--- config.mk ---
export PLATFORM = sky130hd
export DESIGN_NAME = leitor_tabuleiro
export DESIGN_NICKNAME = d
export VERILOG_FILES = /design/src/rtl/leitor_tabuleiro.sv
export SDC_FILE = /design/constraint.sdc
export NUM_CORES = 1
export LEC_CHECK = 0
export ABC_AREA = 1
export ABC_CLOCK_PERIOD_IN_PS = 10100
export CORE_AREA = 4 4 253 230
export DETAILED_ROUTE_END_ITERATION = 10
export DIE_AREA = 0 0 257 234
export GPL_TIMING_DRIVEN = 0
export PLACE_DENSITY = 0.55
export RECOVER_POWER = 50
export SKIP_LAST_GASP = 1
export SLEW_MARGIN = 20
export SYNTH_ARGS = -nofsm -noshare
export SYNTH_HDL_FRONTEND = slang
export SYNTH_SLANG_ARGS = --single-unit
--- constraint.sdc ---
create_clock -name clock -period 10.1 [get_ports clock]
set_input_delay 1.01 -clock clock [delete_from_list [all_inputs] [get_ports clock]]
set_output_delay 1.01 -clock clock [all_outputs]
set_load 0.1 [all_outputs]
--- src/rtl/leitor_tabuleiro.sv ---
// Chess board reader: scans the 8x8 reed-switch matrix, debounces every square
// and turns lift/place events into completed moves for the game datapath.
module leitor_tabuleiro #(
    parameter int SETTLE   = 4,
    parameter int DEBOUNCE = 3
) (
    input  logic       clock,
    input  logic       reset,
    input  logic       habilita,
    input  logic [7:0] colunas,
    output logic [7:0] linhas_varredura,
    output logic [3:0] jogadaLinha,
    output logic [3:0] jogadaColuna,
    output logic [3:0] origemLinha,
    output logic [3:0] origemColuna,
    output logic       jogou,
    output logic       erroMulti,
    output logic [2:0] db_estado
);

    localparam int SW = (SETTLE > 1) ? $clog2(SETTLE) : 1;
    localparam int CW = (DEBOUNCE > 0) ? $clog2(DEBOUNCE + 1) : 1;
    localparam logic [SW-1:0] SET_LAST = SW'(SETTLE - 1);
    localparam logic [CW-1:0] DB_MAX   = CW'(DEBOUNCE);

    typedef enum logic [2:0] {
        CALIBRA   = 3'd0,
        OCIOSO    = 3'd1,
        LEVANTADA = 3'd2,
        CAPTURA   = 3'd3,
        ERRO      = 3'd4
    } estado_t;

    logic [2:0]             row_q, row_d;
    logic [SW-1:0]          set_q, set_d;
    logic [63:0]            acc_q, acc_d;
    logic [63:0][CW-1:0]    dcnt_q, dcnt_d;
    logic [63:0]            snap_q, snap_d;
    estado_t                state_q, state_d;
    logic [5:0]             org_q, org_d;
    logic [5:0]             cap_q, cap_d;
    logic [CW-1:0]          scan_q, scan_d;
    logic [5:0]             dest_q, dest_d;
    logic [5:0]             orig_q, orig_d;
    logic                   jogou_q, jogou_d;

    logic                   sample;
    logic                   calib;
    logic                   ev_vld;
    logic                   ev_place;
    logic [5:0]             ev_sq;
    logic [5:0]             sq_c;
    logic [CW-1:0]          inc_c;

    assign sample = habilita && (set_q == SET_LAST);
    assign calib  = (state_q == CALIBRA);

    // Row scanning: each row is driven for SETTLE cycles, sampled on the last one.
    always_comb begin
        row_d = row_q;
        set_d = set_q;
        if (!habilita) begin
            row_d = 3'd0;
            set_d = '0;
        end else if (sample) begin
            set_d = '0;
            row_d = row_q + 3'd1;
        end else begin
            set_d = set_q + 1'b1;
        end
    end

    // Per-square debounce. Outside calibration only the lowest column that
    // reaches threshold flips; the rest saturate and win on a later sample.
    always_comb begin
        acc_d    = acc_q;
        dcnt_d   = dcnt_q;
        ev_vld   = 1'b0;
        ev_place = 1'b0;
        ev_sq    = 6'd0;
        sq_c     = 6'd0;
        inc_c    = '0;
        if (sample) begin
            for (int c = 0; c < 8; c++) begin
                sq_c = {row_q, 3'(c)};
                if (colunas[c] == acc_q[sq_c]) begin
                    dcnt_d[sq_c] = '0;
                end else begin
                    inc_c = (dcnt_q[sq_c] == DB_MAX) ? DB_MAX : dcnt_q[sq_c] + 1'b1;
                    if (inc_c == DB_MAX && (calib || !ev_vld)) begin
                        acc_d[sq_c]  = colunas[c];
                        dcnt_d[sq_c] = '0;
                        if (!calib) begin
                            ev_vld   = 1'b1;
                            ev_place = colunas[c];
                            ev_sq    = sq_c;
                        end
                    end else begin
                        dcnt_d[sq_c] = inc_c;
                    end
                end
            end
        end
    end

    always_comb begin
        state_d = state_q;
        org_d   = org_q;
        cap_d   = cap_q;
        scan_d  = scan_q;
        dest_d  = dest_q;
        orig_d  = orig_q;
        snap_d  = snap_q;
        jogou_d = 1'b0;
        if (!habilita) begin
            state_d = CALIBRA;
            scan_d  = '0;
        end else begin
            case (state_q)
                CALIBRA: begin
                    if (sample && row_q == 3'd7) begin
                        if (scan_q == DB_MAX - 1'b1) begin
                            state_d = OCIOSO;
                            scan_d  = '0;
                        end else begin
                            scan_d = scan_q + 1'b1;
                        end
                    end
                end
                OCIOSO: begin
                    if (ev_vld) begin
                        if (!ev_place) begin
                            org_d   = ev_sq;
                            state_d = LEVANTADA;
                        end else begin
                            state_d = ERRO;
                        end
                    end
                end
                LEVANTADA: begin
                    if (ev_vld) begin
                        if (!ev_place) begin
                            cap_d   = ev_sq;
                            state_d = CAPTURA;
                        end else begin
                            if (ev_sq != org_q) begin
                                jogou_d = 1'b1;
                                dest_d  = ev_sq;
                                orig_d  = org_q;
                            end
                            state_d = OCIOSO;
                        end
                    end
                end
                CAPTURA: begin
                    if (ev_vld) begin
                        if (ev_place && ev_sq == cap_q) begin
                            jogou_d = 1'b1;
                            dest_d  = ev_sq;
                            orig_d  = org_q;
                            state_d = OCIOSO;
                        end else begin
                            state_d = ERRO;
                        end
                    end
                end
                ERRO: begin
                    if (sample && row_q == 3'd7 && acc_d == snap_q)
                        state_d = OCIOSO;
                end
                default: state_d = CALIBRA;
            endcase
        end
        // Reference board for error recovery is the board as it stood on entry to idle.
        if (state_d == OCIOSO && state_q != OCIOSO)
            snap_d = acc_d;
    end

    always_ff @(posedge clock or posedge reset) begin
        if (reset) begin
            row_q   <= 3'd0;
            set_q   <= '0;
            acc_q   <= '0;
            dcnt_q  <= '0;
            snap_q  <= '0;
            state_q <= CALIBRA;
            org_q   <= 6'd0;
            cap_q   <= 6'd0;
            scan_q  <= '0;
            dest_q  <= 6'd0;
            orig_q  <= 6'd0;
            jogou_q <= 1'b0;
        end else begin
            row_q   <= row_d;
            set_q   <= set_d;
            acc_q   <= acc_d;
            dcnt_q  <= dcnt_d;
            snap_q  <= snap_d;
            state_q <= state_d;
            org_q   <= org_d;
            cap_q   <= cap_d;
            scan_q  <= scan_d;
            dest_q  <= dest_d;
            orig_q  <= orig_d;
            jogou_q <= jogou_d;
        end
    end

    assign linhas_varredura = (habilita && !reset) ? (8'b1 << row_q) : 8'b0;
    assign jogadaLinha      = {1'b0, dest_q[5:3]};
    assign jogadaColuna     = {1'b0, dest_q[2:0]};
    assign origemLinha      = {1'b0, orig_q[5:3]};
    assign origemColuna     = {1'b0, orig_q[2:0]};
    assign jogou            = jogou_q;
    assign erroMulti        = (state_q == ERRO);
    assign db_estado        = state_q;

endmodule
After elaboration in Yosys (flattened, before gate mapping)
Cells that the tools add are included.
Widths: inputs -> output; s select.
{ "totals": {"ff_bits": 291, "inputBits": 11, "output_inout_bits": 29, "wordCells": 469} }
{ "op_classes": {"addsub": 11, "magnitude_cmp": 16, "eq_ne": 44, "shift": 1, "mux": 263, "bitwise": 17, "reduce_logical": 42} }
{ "ops": {"columns": ["op", "count"], "rows": [
  ["$mux 128", 23],
  ["$mux 64", 24],
  ["$and 128x128->128", 8],
  ["$bwmux 128", 8],
  ["$bwmux 64", 8],
  ["$mux 6", 39],
  ["$not 114->128", 1],
  ["$not 116->128", 1],
  ["$not 118->128", 1],
  ["$not 120->128", 1],
  ["$not 122->128", 1],
  ["$not 124->128", 1],
  ["$not 126->128", 1],
  ["$not 128->128", 1],
  ["$mux 1", 82],
  ["$eq 64x64->1", 1],
  ["$mux 2", 31],
  ["$lt 6x7->1 const B", 8],
  ["$bmux 2 s3", 8],
  ["$demux 2 s3", 8],
  ["$ge 6x1->1 const B", 8],
  ["$eq 2x2->1 const B", 18],
  ["$mux 3", 11],
  ["$bmux 1 s3", 8],
  ["26 further kinds", 93]
]} }

Longest topological paths before layout
Gate-level depths: netlist of run 1.
{ "logic_depth": {"ltp_word": 58, "mapped_depth": 36, "ltp_nobuf": 34} }

Worst setup path before layout of run 1
Ideal clock, no wire load.
{ "synth_path": {"path_kind": "in2out", "start": "input port reset", "end": "output port linhas_varredura[0]", "arrival_time_ns": 10.682, "required_time_ns": 9.090, "path_slack_ns": -1.592, "stages": 3, "path_buffers": 0, "cell_sequence": "inv_1 nand2_1 nor3_1"} }
{ "synth_via": {"elab_chain_cells": 3} }
{ "synth_lines": {"columns": ["item", "line", "source"], "rows": [
  ["start: declaration", "8", "input logic reset,"],
  ["$logic_not 1->1", "209", "assign linhas_varredura = (habilita && !reset) ? (8'b1 << row_q) : 8'b0;"],
  ["$logic_and 1x1->1", "209", null],
  ["$mux 8", "209", null],
  ["end: declaration", "11", "output logic [7:0] linhas_varredura,"]
]} }
No other way between the ends.

Final worst setup path of run 1
{ "layout_path": {"start": "input port reset", "end": "output port linhas_varredura[5]"} }
Same word-level chain as after synthesis.

==> metrics.txt, run 1 <==
status=finished with violations; failing checks=capacitance limit, slew limit; Post-Synthesis Cell Area=16500 sq um; Finished Cell Area=19000 sq um; overflow left after global routing=0; dominant cell type by area after synthesis=dfrtp_1; critical path data arrival time=5890 ps; Die Footprint=60100 sq um; final WL=63.6 mm; largest net degree at the start of global routing=34; later-pin clock latency in the skew report=540 ps; yosys warns=0; f_max=145 MHz; Final Max Slew Viols=243; met1 Use GR=0.297; Die X=257 microns; post-synthesis mux area share=0.00478; hold-critical path depth=1; simple-gate area share of the yosys netlist=0.283; XOR/XNOR Fraction of Synth Area=0.0239; synth cell count leaders=nand2_1, dfrtp_1, inv_1; combinational family with the most area after synthesis=simple AND/OR/NAND/NOR gates; fraction of the mapped netlist area in compound gates=0.149; Num Clock Sinks=291; antenna cells=0; Setup TNS=0 ps; port bufs=33; Via-to-Cell Ratio=5.23; Synth cell types=54; Setup-failing EPs final=0; RSZ-0062 raised after global routing=no; clock slew at reported path FFs=60 ps; reg2reg path depth=29; GRT Util Overall=0.205; crit-path cells=dlygate4sd3_1 > clkinvlp_2 > clkbuf_1 > buf_12 > nand2_1 > nor3_1 > clkdlybuf4s50_1; die height=234 microns; Worst-Margin Slew=1860 ps; FFs w/ async S/R, synth=1.00; Post-CTS Setup Repair Bufs=0; Area after DPL=18000 sq um; Power Total=0.00376 W; Synth Area in Adders=0.00531; Tmin final=6900 ps; Initial Util=0.297; Post-synth top flop=dfrtp_1; Worst Setup Path Type=in2out; worst path required time=9090 ps; post-cts sizing count=0; fillers=5923; CTS buffer count=35; clk_skew=17.4 ps; Worst Path Buf+Inv=5; synthesized instance count=2250; Slowest cell on crit path=clkdlybuf4s50_1; DRT Pass-1 Iters=6; reg-to-reg slack, setup=3260 ps; vias=16300; CP max FO=30; Area growth syn-to-layout=15.4%; RePlAce Congestion=0.942; worst vdd ir=0.0976 mV; M2 GR Usage=0.312; Synth area leaders=dfrtp_1, nand2_1, nand3_1, inv_1, o21ai_0; TritonCTS clock tree=done; max cap viols=8; layout cells sized above 1=0.0632; pwr dens=197 nW/um^2; Synth top area share=0.441; Placed Cells incl. Taps=3052; hpwl dp=45.5 mm; met3 usage=0.0374; Most Crowded Layer GR=met2; final core occ=0.343; top cell family by delay on the critical path=buffers and inverters; I/O pin total=40; RR Startpoint=row_q[1]$_DFFE_PP0P_; initial antenna violation count=0; number of synthesized flops with an enable pin=0; Slew headroom=-0.240; Root Buffer=clkbuf_16; core area=55500 sq um; hold_sp=set_q[0]$_DFF_PP0_; FF+latch count, synth=291; final antenna-violating net count=0; crit path launch type=input pin; Tightest Hold Check Type=reg2reg; static leakage power=8.85 nW; Final Cycle Share=0.683; endpoint class of the critical path=output port; register area share after synthesis=0.441; CTS Hold Bufs=0; Hold Fails Final Rpt=0; H-tree Lvls=2; floorplan row count=82; RR Endpoint=snap_q[33]$_DFFE_PP0P_; hold path endpoint=set_q[0]$_DFF_PP0_; Max Root-Sink Buffers=3; most common cell in the netlist=nand2_1; DRT iter0 DRCs=1853; non-filler cells, final=3112; CP peak stage delay=1270 ps; post-layout net count=2351; syn avg cell area=7.33 sq um; wire per inst=20.4 microns; Residual DRC=0; vias in the first global route=15200; first-pass GRT wire length=94.6 mm
-- flip-flops by register name (all words and copies together) (netlist names) --
register	cells
set_q	2
jogou	1
acc_q	64
dest_q	6
db_estado	3
dcnt_q	128
org_q	6
scan_q	2
cap_q	6
orig_q	6
snap_q	64
row_q	3
-- how the worst max path moves through the flow --
stage	start	end	slack, ps	depth (start not counted)
3_3_place_gp	reset	linhas_varredura[5]	-2170	5
6_report	reset	linhas_varredura[5]	3200	7
3_5_place_dp	habilita	snap_q[48]$_DFFE_PP0P_	3570	21
4_1_cts	row_q[1]$_DFFE_PP0P_	snap_q[48]$_DFFE_PP0P_	3640	22
2_1_floorplan	reset	linhas_varredura[0]	2140	3
5_1_grt	reset	linhas_varredura[5]	2740	7
-- final cells by class --
cell class                      count  area, sq um  area share
Buffer                            107          487      0.0256
Clock buffer                       52         1080      0.0568
Clock inverter                      8          118     0.00618
Inverter                          278         1040      0.0549
Multi-Input combinational cell   1577         7700       0.404
Sequential cell                   291         7280       0.382
Tap cell                          756          946      0.0497
Timing Repair Buffer               43          384      0.0202
-- routing by layer --
| metal | routed length (microns) | vias to the layer above |
|---|---|---|
| met3 | 5940 | 130 |
| li1 | - | 7552 |
| met1 | 28400 | 7825 |
| met5 | 0 | - |
| met2 | 27300 | 757 |
| met4 | 2020 | 0 |
-- cell families after synthesis --
| logic type | count (synthesis) |
|---|---|
| compound gates | 407 |
| other cells | 1 |
| buf+inv | 385 |
| fa+ha+maj | 7 |
| mux | 7 |
| xor+xnor | 45 |
| flops | 291 |
| simple gates | 1107 |
-- power by group --
| group | internal, W | switching [W] |
|---|---|---|
| registers | 0.00133 | 0.000103 |
| logic | 0.000272 | 0.000715 |
| clock network | 0.000815 | 0.000523 |
| total | 0.00241 | 0.00134 |
-- cells in the final DEF, fill, tap and decap left out, types with 12 or more instances in the layout --
cell type	Yosys	routed
o21ai_1	20	20
o22ai_1	30	30
clkbuf_1	61	77
nand3_1	199	199
inv_2	20	20
nor2_1	174	174
o21ai_0	163	163
dfrtp_1	291	291
o31ai_1	14	14
a31oi_1	33	33
nor3_1	29	29
clkbuf_16	0	37
xnor2_1	23	23
nand2_1	630	630
clkdlybuf4s50_1	0	31
a221oi_1	13	13
buf_2	28	26
inv_1	249	248
nand4_1	37	37
a21oi_1	66	66
xor2_1	22	22
buf_4	12	12
-- metrics by stage --
stage | hold slack (ps) | setup slack [ps]
final | 445 | 3200
after global routing | 456 | 2740
after CTS | 446 | 3640
after detailed placement | 439 | 3570
after global placement | 425 | -2170
after floorplan | 410 | 2140
(Power assumes the default switching activity.)
==> inputs of run 2 (changes only) <==
--- a/config.mk
+++ b/config.mk
@@ -6,12 +6,12 @@
 export NUM_CORES = 1
 export LEC_CHECK = 0
 export ABC_AREA = 1
-export ABC_CLOCK_PERIOD_IN_PS = 10100
+export ABC_CLOCK_PERIOD_IN_PS = 5600
 export CORE_AREA = 4 4 253 230
 export DETAILED_ROUTE_END_ITERATION = 10
 export DIE_AREA = 0 0 257 234
 export GPL_TIMING_DRIVEN = 0
-export PLACE_DENSITY = 0.55
+export PLACE_DENSITY = 0.57
 export RECOVER_POWER = 50
 export SKIP_LAST_GASP = 1
 export SLEW_MARGIN = 20
==> constraint.sdc (replaced) <==
create_clock -name clock -period 5.6 [get_ports clock]
set_input_delay 0.56 -clock clock [delete_from_list [all_inputs] [get_ports clock]]
set_output_delay 0.56 -clock clock [all_outputs]
set_load 0.1 [all_outputs]
==> metrics.txt, run 2 (same netlist as run 1, synthesis figures left out) <==
CP peak stage delay=400 ps; CTS buffer count=34; CP dominant cell by count=nand2_1; worst vdd ir=0.169 mV; pwr dens=348 nW/um^2; clock slew at reported path FFs=60 ps; CP max FO=10; Largest regs=dcnt_q: 128 flops, acc_q: 64 flops, snap_q: 64 flops; Area after DPL=18000 sq um; status=finished with violations; hpwl dp=44.8 mm; vias in the first global route=15400; register area=7280 sq um; final WL=63.4 mm; H-tree Lvls=2; NetSw=0.00241 W; DR WL met3=6.52 mm; Die X=257 microns; Tmin final=5410 ps; wire length on met2=26.7 mm; overflow left after global routing=0; DRT iter0 DRCs=1831; setup slack at placement=-844 ps; Net Sw Frac=0.359; Hold Fails Final Rpt=0; static leakage power=8.99 nW; final core occ=0.348; final antenna-violating net count=0; I/O pin total=40; most frequent cells in the layout=nand2_1, dfrtp_1, inv_1; Clk pwr share=0.348; crit path launch type=register; final worst setup slack=192 ps; largest net degree at the start of global routing=34; endpoint class of the critical path=register; Tightest Hold Check Type=reg2reg; Setup-failing EPs final=0; Internal Power=0.00431 W; Die Footprint=60100 sq um; worst path required time=6070 ps; multi-input combinational cell area=7790 sq um; fillers=5868; Final Cycle Share=0.966; Most flops, register=dcnt_q; Top Layer Used=met4; failing checks=capacitance limit, slew limit; floorplan row count=82; initial antenna violation count=0; f_max=185 MHz; post-layout net count=2362; Initial Util=0.297; wire per inst=20.3 microns; Slowest cell on crit path=dfrtp_1; Finished Cell Area=19300 sq um; max reg flops=128; Via-to-Cell Ratio=5.25; critical path data arrival time=5870 ps; port bufs=33; TritonCTS clock tree=done; vias=16400; antenna cells=0; Num Clock Sinks=291; Worst Path Buf+Inv=7; commonest non-fill, non-tap cell in the layout=nand2_1; RePlAce Congestion=0.978; Reg power frac=0.383; clk_skew=17.3 ps; later-pin clock latency in the skew report=530 ps; max cap viols=6; Root Buffer=clkbuf_16; Final Max Slew Viols=157; die height=234 microns; Worst-Margin Slew=1900 ps; first-pass GRT wire length=94.7 mm; layout cells sized above 1=0.0795; Slew headroom=-0.265; GRT Util Overall=0.204; met1 WL=27.8 mm; Residual DRC=0; Max Root-Sink Buffers=3; core area=55500 sq um; Worst Setup Path Type=reg2reg; Area growth syn-to-layout=17.1%; top cell family by delay on the critical path=simple AND/OR/NAND/NOR gates; CTS Hold Bufs=0; Logic pwr share=0.268; DRT Pass-1 Iters=7
## run 2: changes by cell type in the layout (fill, tap and decap cells not counted), sizes merged, moves of 2 or more
cell / delta
dlygate4sd3: +2
clkinv: +2
clkdlybuf4s50: -2
buf: +10
clkbuf: -5
## run 2: power groups by stage
stage | registers [W] | clock network [W] | logic, W
after CTS | 0.00257 | 0.00238 | 0.00173
after global routing | 0.00261 | 0.00246 | 0.00199
final | 0.00258 | 0.00234 | 0.00180
after detailed placement | 0.00260 | 0 | 0.00172
after floorplan | 0.00258 | 0 | 0.00120
after global placement | 0.00260 | 0 | 0.00168
## run 2: per-stage QoR
stage | instances | setup TNS (ps) | hold WS [ps] | power [W]
CTS | 3112 | 0 | 364 | 0.00668
finish | 3122 | 0 | 431 | 0.00672
detailed placement | 3052 | -48890 | 428 | 0.00433
global placement | 3042 | -443530 | 422 | 0.00428
floorplan | 2253 | -11310 | 410 | 0.00378
global route | 3122 | -8.18 | 474 | 0.00705
## run 2: worst paths after layout
check | slack (ps) | end | depth (start not counted) | startpoint
hold reg to reg | 430 | set_q[0]$_DFF_PP0_ | 1 | set_q[0]$_DFF_PP0_
setup / recovery | 190 | snap_q[24]$_DFFE_PP0P_ | 29 | row_q[1]$_DFFE_PP0P_
max in group asynchronous | 1350 | jogou$_DFF_PP0_ | 5 | reset
setup reg to reg | 190 | snap_q[24]$_DFFE_PP0P_ | 29 | row_q[1]$_DFFE_PP0P_
hold / removal | 430 | set_q[0]$_DFF_PP0_ | 1 | set_q[0]$_DFF_PP0_
min in group asynchronous | 530 | snap_q[32]$_DFFE_PP0P_ | 2 | reset
## run 2: worst register-to-register path, delay by kind of cell, from the launching register on
kind                      cells  cell delay [ps]
and+or+nand+nor              19             2810
buffers and inverters         7             1460
DFF                           1              400
AOI/OAI and AO/OA             2              370
xor gates and xnor gates      1              340
## run 2: timing repair
| action | 4_1_cts | 5_1_grt |
|---|---|---|
| buffers inserted | 2 | 7 |
| endpoints found under the setup margin | 65 | 76 |
| cloned | 0 | 3 |
| resized for setup | 15 | 66 |
| pin swaps | 1 | 4 |
## run 2: area by class of cell
cell class / instances / area share
plain buffers: 107 / 0.0300
clock buffers: 46 / 0.0521
clock inverters: 12 / 0.00745
inverters: 278 / 0.0543
multi-input cells: 1578 / 0.403
flip-flops and latches: 291 / 0.377
well taps: 756 / 0.0489
repair buffers: 54 / 0.0273
## run 2: metal layers
metal  GRT usage  up-vias
met1       0.289     7832
met2       0.307      841
met3      0.0488      136
met5           0        -
li1            -     7578
met4      0.0685        0
